$ cat config.mk
export PLATFORM = sky130hd
export DESIGN_NAME = trng_health_monitor_flat
export DESIGN_NICKNAME = d
export VERILOG_FILES = /design/src/rtl/trng_health_monitor_if.sv /design/src/rtl/trng_health_monitor.sv /design/src/flat_wrapper.sv
export SDC_FILE = /design/constraint.sdc
export NUM_CORES = 1
export LEC_CHECK = 0
export ABC_AREA = 1
export CORE_MARGIN = 2
export CORE_UTILIZATION = 40
export DETAILED_ROUTE_END_ITERATION = 16
export GPL_TIMING_DRIVEN = 1
export SETUP_SLACK_MARGIN = 0.4
export SKIP_CTS_REPAIR_TIMING = 1
export SYNTH_ARGS = -nofsm -noshare
export SYNTH_HDL_FRONTEND = slang
export SYNTH_SLANG_ARGS = --single-unit
$ cat constraint.sdc
create_clock -name clk -period 3.4 [get_ports clk]
set_clock_uncertainty 0.1 [all_clocks]
set_input_delay 1.02 -clock clk [delete_from_list [all_inputs] [get_ports clk]]
set_output_delay 1.02 -clock clk [all_outputs]
set_load 0.1 [all_outputs]
$ cat src/rtl/trng_health_monitor_if.sv
// trng_health_monitor_if
//   Bundles the bit-stream handshake and status outputs of trng_health_monitor.
//   master: the upstream debiaser / software side (drives clear, bit_in, bit_valid).
//   slave : the health monitor (drives forwarded bit, health and statistics).
//
//   clear         : software clear, restarts startup testing
//   bit_in        : debiased bit, qualified by bit_valid
//   bit_valid     : single-cycle strobe, no back-pressure
//   bit_out       : forwarded bit, qualified by bit_out_valid
//   bit_out_valid : single-cycle strobe, no back-pressure
//   healthy       : high only in state OK
//   rct_fail      : sticky repetition count test failure
//   apt_fail      : sticky adaptive proportion test failure
//   alarm         : rct_fail | apt_fail
//   state         : 00 STARTUP, 01 OK, 10 FAIL
//   max_run       : longest identical-bit run since reset/clear (saturating)
//   bits_tested   : valid bits consumed since reset/clear (saturating)
interface trng_health_monitor_if;
    logic        clear;
    logic        bit_in;
    logic        bit_valid;
    logic        bit_out;
    logic        bit_out_valid;
    logic        healthy;
    logic        rct_fail;
    logic        apt_fail;
    logic        alarm;
    logic [1:0]  state;
    logic [15:0] max_run;
    logic [31:0] bits_tested;

    modport master (
        output clear, bit_in, bit_valid,
        input  bit_out, bit_out_valid, healthy, rct_fail, apt_fail, alarm,
               state, max_run, bits_tested
    );

    modport slave (
        input  clear, bit_in, bit_valid,
        output bit_out, bit_out_valid, healthy, rct_fail, apt_fail, alarm,
               state, max_run, bits_tested
    );
endinterface

$ cat src/rtl/trng_health_monitor.sv
// trng_health_monitor
//   Online health test for a debiased TRNG bit stream. Runs a Repetition Count
//   Test and an Adaptive Proportion Test on every valid bit, forwards bits only
//   while the source is healthy, and latches sticky failure flags.
//
//   Ports:
//     clk : system clock
//     rst : synchronous active-high reset (priority over clear)
//     hm  : trng_health_monitor_if.slave (bit stream in/out, health, statistics)
//
//   Handshake: bit_valid and bit_out_valid are single-cycle strobes with no
//   ready/back-pressure; a bit is consumed on every clock edge where bit_valid
//   is high and clear/rst are low, and its effects appear on the next cycle.
module trng_health_monitor #(
    parameter int RCT_CUTOFF   = 32,
    parameter int APT_WINDOW   = 1024,
    parameter int APT_CUTOFF   = 589,
    parameter int STARTUP_BITS = 1024
) (
    input logic                  clk,
    input logic                  rst,
    trng_health_monitor_if.slave hm
);

    localparam int RW = $clog2(RCT_CUTOFF + 1);
    localparam int AW = $clog2(APT_WINDOW + 1);
    localparam int SW = $clog2(STARTUP_BITS + 1);

    localparam logic [RW-1:0] RCT_CUT = RW'(RCT_CUTOFF);
    localparam logic [AW-1:0] APT_WIN = AW'(APT_WINDOW);
    localparam logic [AW-1:0] APT_CUT = AW'(APT_CUTOFF);
    localparam logic [SW-1:0] SU_BITS = SW'(STARTUP_BITS);

    typedef enum logic [1:0] {
        ST_STARTUP = 2'b00,
        ST_OK      = 2'b01,
        ST_FAIL    = 2'b10
    } state_e;

    state_e      state_q;
    logic        have_q, have_d;      // a previous bit exists for the RCT
    logic        last_q, last_d;
    logic [RW-1:0] run_q, run_d;
    logic        apt_open_q, apt_open_d; // an APT window is in progress
    logic        ref_q, ref_d;
    logic [AW-1:0] idx_q, idx_d;
    logic [AW-1:0] cnt_q, cnt_d;
    logic [SW-1:0] su_q, su_inc;
    logic        rct_q, apt_q, alarm_q, healthy_q;
    logic [15:0] max_run_q, max_run_d;
    logic [31:0] bits_q, bits_d;
    logic        bit_out_q, bov_q;
    logic        rct_hit, apt_hit, fail_now;
    logic [15:0] run_ext;

    always_comb begin
        have_d     = 1'b1;
        last_d     = hm.bit_in;
        run_d      = RW'(1);
        apt_open_d = apt_open_q;
        ref_d      = ref_q;
        idx_d      = idx_q;
        cnt_d      = cnt_q;
        su_inc     = su_q + SW'(1);
        max_run_d  = max_run_q;
        bits_d     = (bits_q == 32'hFFFF_FFFF) ? bits_q : bits_q + 32'd1;

        // RCT: extend the run on a repeat, saturating at the cutoff.
        if (have_q && (hm.bit_in == last_q)) begin
            run_d = (run_q >= RCT_CUT) ? RCT_CUT : run_q + RW'(1);
        end
        rct_hit = (run_d >= RCT_CUT);

        run_ext = 16'(run_d);
        if (run_ext > max_run_q) begin
            max_run_d = run_ext;
        end

        // APT: the first bit of a window is the reference and counts as a match.
        if (!apt_open_q) begin
            ref_d = hm.bit_in;
            idx_d = AW'(1);
            cnt_d = AW'(1);
        end else begin
            idx_d = idx_q + AW'(1);
            cnt_d = cnt_q + AW'(hm.bit_in == ref_q);
        end
        apt_hit    = (cnt_d >= APT_CUT);
        apt_open_d = (idx_d != APT_WIN);

        fail_now = rct_hit | apt_hit;
    end

    always_ff @(posedge clk) begin
        if (rst || hm.clear) begin
            state_q    <= ST_STARTUP;
            have_q     <= 1'b0;
            last_q     <= 1'b0;
            run_q      <= '0;
            apt_open_q <= 1'b0;
            ref_q      <= 1'b0;
            idx_q      <= '0;
            cnt_q      <= '0;
            su_q       <= '0;
            rct_q      <= 1'b0;
            apt_q      <= 1'b0;
            alarm_q    <= 1'b0;
            healthy_q  <= 1'b0;
            max_run_q  <= '0;
            bits_q     <= '0;
            bit_out_q  <= 1'b0;
            bov_q      <= 1'b0;
        end else begin
            bov_q <= 1'b0;
            if (hm.bit_valid) begin
                have_q     <= have_d;
                last_q     <= last_d;
                run_q      <= run_d;
                apt_open_q <= apt_open_d;
                ref_q      <= ref_d;
                idx_q      <= idx_d;
                cnt_q      <= cnt_d;
                max_run_q  <= max_run_d;
                bits_q     <= bits_d;
                rct_q      <= rct_q | rct_hit;
                apt_q      <= apt_q | apt_hit;
                alarm_q    <= rct_q | apt_q | fail_now;

                case (state_q)
                    ST_STARTUP: begin
                        if (fail_now) begin
                            state_q   <= ST_FAIL;
                            healthy_q <= 1'b0;
                        end else begin
                            su_q <= su_inc;
                            // The completing bit itself is not forwarded.
                            if (su_inc == SU_BITS) begin
                                state_q   <= ST_OK;
                                healthy_q <= 1'b1;
                            end
                        end
                    end
                    ST_OK: begin
                        if (fail_now) begin
                            state_q   <= ST_FAIL;
                            healthy_q <= 1'b0;
                        end else begin
                            bov_q     <= 1'b1;
                            bit_out_q <= hm.bit_in;
                        end
                    end
                    ST_FAIL: begin
                        healthy_q <= 1'b0;
                    end
                    default: begin
                        state_q   <= ST_FAIL;
                        healthy_q <= 1'b0;
                    end
                endcase
            end
        end
    end

    assign hm.bit_out       = bit_out_q;
    assign hm.bit_out_valid = bov_q;
    assign hm.healthy       = healthy_q;
    assign hm.rct_fail      = rct_q;
    assign hm.apt_fail      = apt_q;
    assign hm.alarm         = alarm_q;
    assign hm.state         = state_q;
    assign hm.max_run       = max_run_q;
    assign hm.bits_tested   = bits_q;

endmodule

$ cat src/flat_wrapper.sv
// flat-port wrapper written by rule: the top's interface ports become plain ports
module trng_health_monitor_flat 
#(
    parameter int RCT_CUTOFF   = 32,
    parameter int APT_WINDOW   = 1024,
    parameter int APT_CUTOFF   = 589,
    parameter int STARTUP_BITS = 1024
)
  (clk, rst, hm_clear, hm_bit_in, hm_bit_valid, hm_bit_out, hm_bit_out_valid, hm_healthy, hm_rct_fail, hm_apt_fail, hm_alarm, hm_state, hm_max_run, hm_bits_tested);
  trng_health_monitor_if hm_i ();
  input logic clk;
  input logic rst;
  input wire logic [$bits(hm_i.clear)-1:0] hm_clear;
  input wire logic [$bits(hm_i.bit_in)-1:0] hm_bit_in;
  input wire logic [$bits(hm_i.bit_valid)-1:0] hm_bit_valid;
  output wire logic [$bits(hm_i.bit_out)-1:0] hm_bit_out;
  output wire logic [$bits(hm_i.bit_out_valid)-1:0] hm_bit_out_valid;
  output wire logic [$bits(hm_i.healthy)-1:0] hm_healthy;
  output wire logic [$bits(hm_i.rct_fail)-1:0] hm_rct_fail;
  output wire logic [$bits(hm_i.apt_fail)-1:0] hm_apt_fail;
  output wire logic [$bits(hm_i.alarm)-1:0] hm_alarm;
  output wire logic [$bits(hm_i.state)-1:0] hm_state;
  output wire logic [$bits(hm_i.max_run)-1:0] hm_max_run;
  output wire logic [$bits(hm_i.bits_tested)-1:0] hm_bits_tested;
  assign hm_i.clear = hm_clear;
  assign hm_i.bit_in = hm_bit_in;
  assign hm_i.bit_valid = hm_bit_valid;
  assign hm_bit_out = hm_i.bit_out;
  assign hm_bit_out_valid = hm_i.bit_out_valid;
  assign hm_healthy = hm_i.healthy;
  assign hm_rct_fail = hm_i.rct_fail;
  assign hm_apt_fail = hm_i.apt_fail;
  assign hm_alarm = hm_i.alarm;
  assign hm_state = hm_i.state;
  assign hm_max_run = hm_i.max_run;
  assign hm_bits_tested = hm_i.bits_tested;
  trng_health_monitor #(.RCT_CUTOFF(RCT_CUTOFF), .APT_WINDOW(APT_WINDOW), .APT_CUTOFF(APT_CUTOFF), .STARTUP_BITS(STARTUP_BITS)) u_core (.clk(clk), .rst(rst), .hm(hm_i));
endmodule
# Yosys cells after proc, flatten, opt, wreduce, memory -nomap -nowiden

Cells that the tools add are included.

$add $sub $neg: 5
Reductions and logical operators: 11
Div/mod/pow operators: 0
Shift operators: 0
Equal/unequal tests: 9
Multipliers: 0
Muxes and demuxes: 13
$lt $le $gt $ge: 4
Bitwise logic cells: 11

Operators with widths:

| kind                                                                 | number |
|---|---|
| adder 32 x 1 -> 32 bit (second input constant)                       | 1 |
| equality test 32 bit (second input constant)                         | 1 |
| adder 11 x 1 -> 11 bit (second input constant)                       | 2 |
| 2-to-1 mux 11 bit                                                    | 2 |
| greater-or-equal comparator 6 bit (second input constant)            | 2 |
| 2-to-1 mux 6 bit                                                     | 2 |
| adder 11 x 1 -> 11 bit                                               | 1 |
| equality test 11 bit (second input constant)                         | 1 |
| greater-or-equal comparator 11 x 10 -> 1 bit (second input constant) | 1 |
| inequality test 11 bit (second input constant)                       | 1 |
| AND reduction 3 bit                                                  | 3 |
| adder 6 x 1 -> 6 bit (second input constant)                         | 1 |
| greater-than comparator 6 bit                                        | 1 |
| 2-to-1 mux 2 bit                                                     | 3 |
| NOT 1 bit                                                            | 6 |
| one-hot mux 2 bit (3 select lines)                                   | 1 |
| AND reduction 2 bit                                                  | 3 |
| bitwise OR 1 bit                                                     | 5 |
| 2-to-1 mux 1 bit                                                     | 4 |
| AND reduction 4 bit                                                  | 1 |
| inequality test 3 x 1 -> 1 bit (second input constant)               | 1 |
| OR reduction 3 bit                                                   | 1 |
| equality test 1 bit                                                  | 2 |
| equality test 2 x 1 -> 1 bit (second input constant)                 | 1 |
| other kinds (6)                                                      | 6 |

Memories: 0
Flip-flop bits (word level): 89
Output and inout bits: 56
Bits in latches: 0
RAM bits: 0
Memory bits (read-only): 0

# Depth between registers and ports, before layout

Depth in word-level cells: 7
Gate-level depth with buffers: 18
Gate-level depth less buffers: 18

# Worst setup path after synthesis

Ideal clock, no wire load.

Path type: input port to flip-flop
From: in hm_bit_in
To: reg u_core.max_run_q[1], in the netlist u_core.hm.max_run[1]
Data required time: 3230 ps
Stages: 16
Path slack: 489 ps
Library setup time: 70 ps
Arrival: 2741 ps
Cells stage by stage: inv_1 > nor2_1 > nor2_1 > inv_1 > nor2_1 > nand3_1 > inv_1 > ha_1 > a21oi_1 > o21ai_0 > a21oi_1 > o21ai_0 > nand2_1 > clkbuf_1 > o21ai_0 > a21oi_1

Cells in the longest elaborated chain, start to end: 5

Ends and longest elaborated chain:

| what                                 | RTL line                   | text |
|---|---|---|
| start: declaration                   | flat_wrapper.sv:14         | `input wire logic [$bits(hm_i.bit_in)-1:0] hm_bit_in;` |
| equality test 1 bit                  | trng_health_monitor.sv:69  | `if (have_q && (hm.bit_in == last_q)) begin` |
| logical AND 1 bit                    | trng_health_monitor.sv:69  |  |
| 2-to-1 mux 6 bit                     | trng_health_monitor.sv:69  |  |
| named net u_core.run_d[3]            | trng_health_monitor.sv:43  | `logic [RW-1:0] run_q, run_d;` |
| greater-than comparator 6 bit        | trng_health_monitor.sv:75  | `if (run_ext > max_run_q) begin` |
| AND reduction 2 bit (no source line) | -                          |  |
| end signal: assignment               | trng_health_monitor.sv:123 | `max_run_q <= max_run_d;` |
| end: declaration                     | trng_health_monitor.sv:50  | `logic [15:0] max_run_q, max_run_d;` |

The timed path passes the listed nets, and every way through them passes these cells.
A chain may end at the register's enable or synchronous reset.

# Final worst setup path

From: in hm_bit_in
To: reg u_core.su_q[4]

Cells in the longest elaborated chain, start to end: 7

Ends and longest elaborated chain:

| what                                                                                              | RTL line                                             | text |
|---|---|---|
| equality test 1 bit, on equally long branches                                                     | trng_health_monitor.sv:86, trng_health_monitor.sv:69 |  |
| adder 11 x 1 -> 11 bit or logical AND 1 bit (tied branches)                                       | trng_health_monitor.sv:86, trng_health_monitor.sv:69 |  |
| 2-to-1 mux 11 bit or 2-to-1 mux 6 bit (tied branches)                                             | trng_health_monitor.sv:80, trng_health_monitor.sv:69 |  |
| greater-or-equal comparator 11 x 10 -> 1 bit or greater-or-equal comparator 6 bit (tied branches) | trng_health_monitor.sv:88, trng_health_monitor.sv:72 |  |
| bitwise OR 1 bit *                                                                                | trng_health_monitor.sv:91                            | `fail_now = rct_hit \| apt_hit;` |
| NOT 1 bit (no source line) *                                                                      | -                                                    |  |
| AND reduction 3 bit (no source line) *                                                            | -                                                    |  |
| end signal: assignment                                                                            | trng_health_monitor.sv:135                           | `su_q <= su_inc;` |
| end: declaration                                                                                  | trng_health_monitor.sv:48                            | `logic [SW-1:0] su_q, su_inc;` |

Every way passes the cells marked *; elsewhere a longest branch is shown, timed or not.

==> out/metrics.cfg <==
[routing]
post_drt_via_cell_ratio=5.01
drcViolationCount=0
first_pass_iters=5
vias=4695
drt-wirelength-per-cell_um=12.1
routed_wl_um=11400
ant_nets=0
drt-initial-drc-count=182

[global_routing]
grt_overflow_total=0
grt_max_degree=35
grt_pass1_wl_um=18800
track_usage=0.176
antenna_found_initial=0
grt_pass1_vias=4210

[status]
status=complete, no violations

[timing]
drv_slew=0
fmax_mhz=348
worst_pin_slew_ps=724
hold_viol=0
final-setup-viol-count=0
rsz0062_at_grt=false
relSlewSlack=0.517
period_needed_ps=2880
worst_slack_ps=523
holdWs_ps=374
timing.final.crit_share=0.846
tns_ps=0

[finish]
fill_cells=1175
fin_util=0.498
nets=805
drive_gt1_frac=0.178
synthToLayoutAreaGrowth_pct=22.2
mostFrequentLayoutCells=127 x nand2_1, 95 x nor2_1, 89 x dfxtp_1
layout_commonest_cell=nand2_1
insertedDiodeCount=0

[yosys]
synthCells=715
avgSynthCellArea_um2=6.82
synth-edff-count=0
synth_seq_cells=89
synth.cell_area_um2=4880
synth_cell_types=47
synthFlopType=dfxtp_1
ys_warn_count=0
async_flop_share=0
synth_top_area_share=0.365
synth.largest_area_cell=dfxtp_1
yosysSeqAreaShare=0.365
synth_area_leaders=dfxtp_1 37%, nand2_1 9.9%, nor2_1 7.5%

[cts]
cts_tree=yes
clk_pin_slew_ps=60
cts_sinks=89
cts_max_level=3
cts_buffers=9
cts_max_path_buffers=2
cts_root_buffer=clkbuf_16
clock_insertion_delay_worst_skew_ps=340

[setup_path]
critical_path.top_delay_family=simple AND/OR/NAND/NOR gates
reg2reg_to=u_core.su_q[4]$_SDFFE_PP0P_
max_stage_delay_ps=210
endpoint_kind=register
cp_slowest_cell=ha_2
crit_type=input pin to register
cp.depth=20
path_cells=clkbuf_2 -> xnor2_2 -> ha_2 -> ha_4 -> nand2_4 -> nor2_4 -> buf_4 -> nand3_1 -> nand2_1 -> nor2_1 -> nand2_2 -> nand2_2 -> nand2_4 -> nand3_4 -> nor2_4 -> buf_12 -> nand2_8 -> inv_4 -> nor2_1 -> nor2_1
start_kind=input pin
crit_buf_inv=4
rrSetupSlack_ps=840
crit_path_max_fanout=6
r2r_cells=15
cp.arrival_ps=3060
crit_top_cell=nor2_1
r2r_start=u_core.apt_open_q$_SDFFE_PP0P_
critPathRequiredTime_ps=3580

[min_path]
holdCritStartpoint=u_core.cnt_q[9]$_SDFFE_PP0P_
hold_path_class=register to register
whs_endpoint=u_core.cnt_q[9]$_SDFFE_PP0P_
hold-path-cell-count=2

[pwr]
power_per_cell_area_nw_per_um2=384
vdd_drop_max_v=0.000182
p_leak_nw=2.49

[place]
dp_hpwl_um=8220
gp_congestion=0.869
pre_cts_ws_ps=-263
port_buffers=50

[flow_run]
drv_cap=0

[floorplanning]
fp-row-count=40
die_w_um=114
core_area_um2=12000
floorplan.initialDensity=0.408
fp.dieArea_um2=13100
num_io_pins=61
dieHeight_um=114

layout make-up:
cell class	instances	area, µm²	share of cell area
timing repair inverter	1	6.26	0.00105
clock inverter	5	32.5	0.00546
tap	147	184	0.0309
clock buffer	10	239	0.0401
multi-input combinational	506	2690	0.452
inverter	99	379	0.0636
timing repair buffer	80	643	0.108
sequential	89	1780	0.299
cell usage after synthesis, drive strengths merged (2+ instances only):
cell type	count
nand2	133
nor2	106
inv	96
dfxtp	89
a21oi	58
o21ai	57
nand3	45
nor3	24
clkbuf	16
buf	14
ha	14
nand4	12
nand3b	6
nor3b	6
xor2	6
a31oi	5
nor4	4
xnor2	4
a211oi	3
clkinv	3
o21bai	3
o211ai	2
o21a	2
worst max-delay path by stage:
stage                                   endpoint      start  slack, ps
2_1_floorplan  u_core.hm.max_run[1]$_SDFFE_PP0P_  hm_bit_in        490
3_3_place_gp   u_core.hm.max_run[1]$_SDFFE_PP0P_  hm_bit_in       -210
3_5_place_dp   u_core.hm.max_run[2]$_SDFFE_PP0P_  hm_bit_in       -260
4_1_cts        u_core.hm.max_run[2]$_SDFFE_PP0P_  hm_bit_in         80
5_1_grt              u_core.su_q[0]$_SDFFE_PP0P_  hm_bit_in        370
6_report             u_core.su_q[4]$_SDFFE_PP0P_  hm_bit_in        520
metrics by stage:
stage	total power (W)	instance area (µm²)	cells
2_1_floorplan	0.00133	4910	724
3_3_place_gp	0.00138	5550	919
3_5_place_dp	0.00139	5550	919
4_1_cts	0.00231	5820	934
5_1_grt	0.00238	5960	937
6_report	0.00229	5960	937
power by group:
group	switching (W)	internal [W]	leakage (nW)
clock	0.000409	0.000508	0.126
sequential	0.0000238	0.00107	0.722
combinational	0.000207	0.0000767	1.64
total	0.000640	0.00165	2.49
kinds of logic (layout without fill, tap and decap cells):
family / Yosys count / in the layout / synth area share
buffers and inverters: 129 / 195 / 0.111
AOI/OAI and AO/OA: 132 / 132 / 0.146
other: 1 / 10 / 0.000769
xor gates and xnor gates: 10 / 10 / 0.0180
adders and majority gates: 14 / 14 / 0.0359
and+or+nand+nor: 340 / 340 / 0.323
DFF: 89 / 89 / 0.365
worst reg2reg max path, stage by stage (launching register included):
cell and delay, ps:
dfxtp_1 790, inv_2 270, nor3_2 170, nor2_1 70, nand2_1 80, nand3_2 80
nand2_2 90, nand2_2 60, nand2_4 70, nand3_4 70, nor2_4 180, buf_12 150
nand2_8 80, inv_4 90, nor2_1 40, nor2_1 100
state kept, by name, indices dropped and copies added, names as in the netlist, 2 cells and up:
signal and flops:
u_core.hm.bits_tested 32, u_core.hm.max_run 6, u_core.run_q 6, u_core.cnt_q 11
u_core.su_q 11, u_core.idx_q 11, u_core.hm.state 2
metal layers:
layer  vias to the layer above  share of wire  track usage
met5                         -              0            0
met4                         0          0.023       0.0846
met3                        19          0.024       0.0270
met2                        63           0.47        0.286
met1                      2158           0.49        0.228
li1                       2455              -            -
No activity file was read; power rests on OpenSTA's default activity.
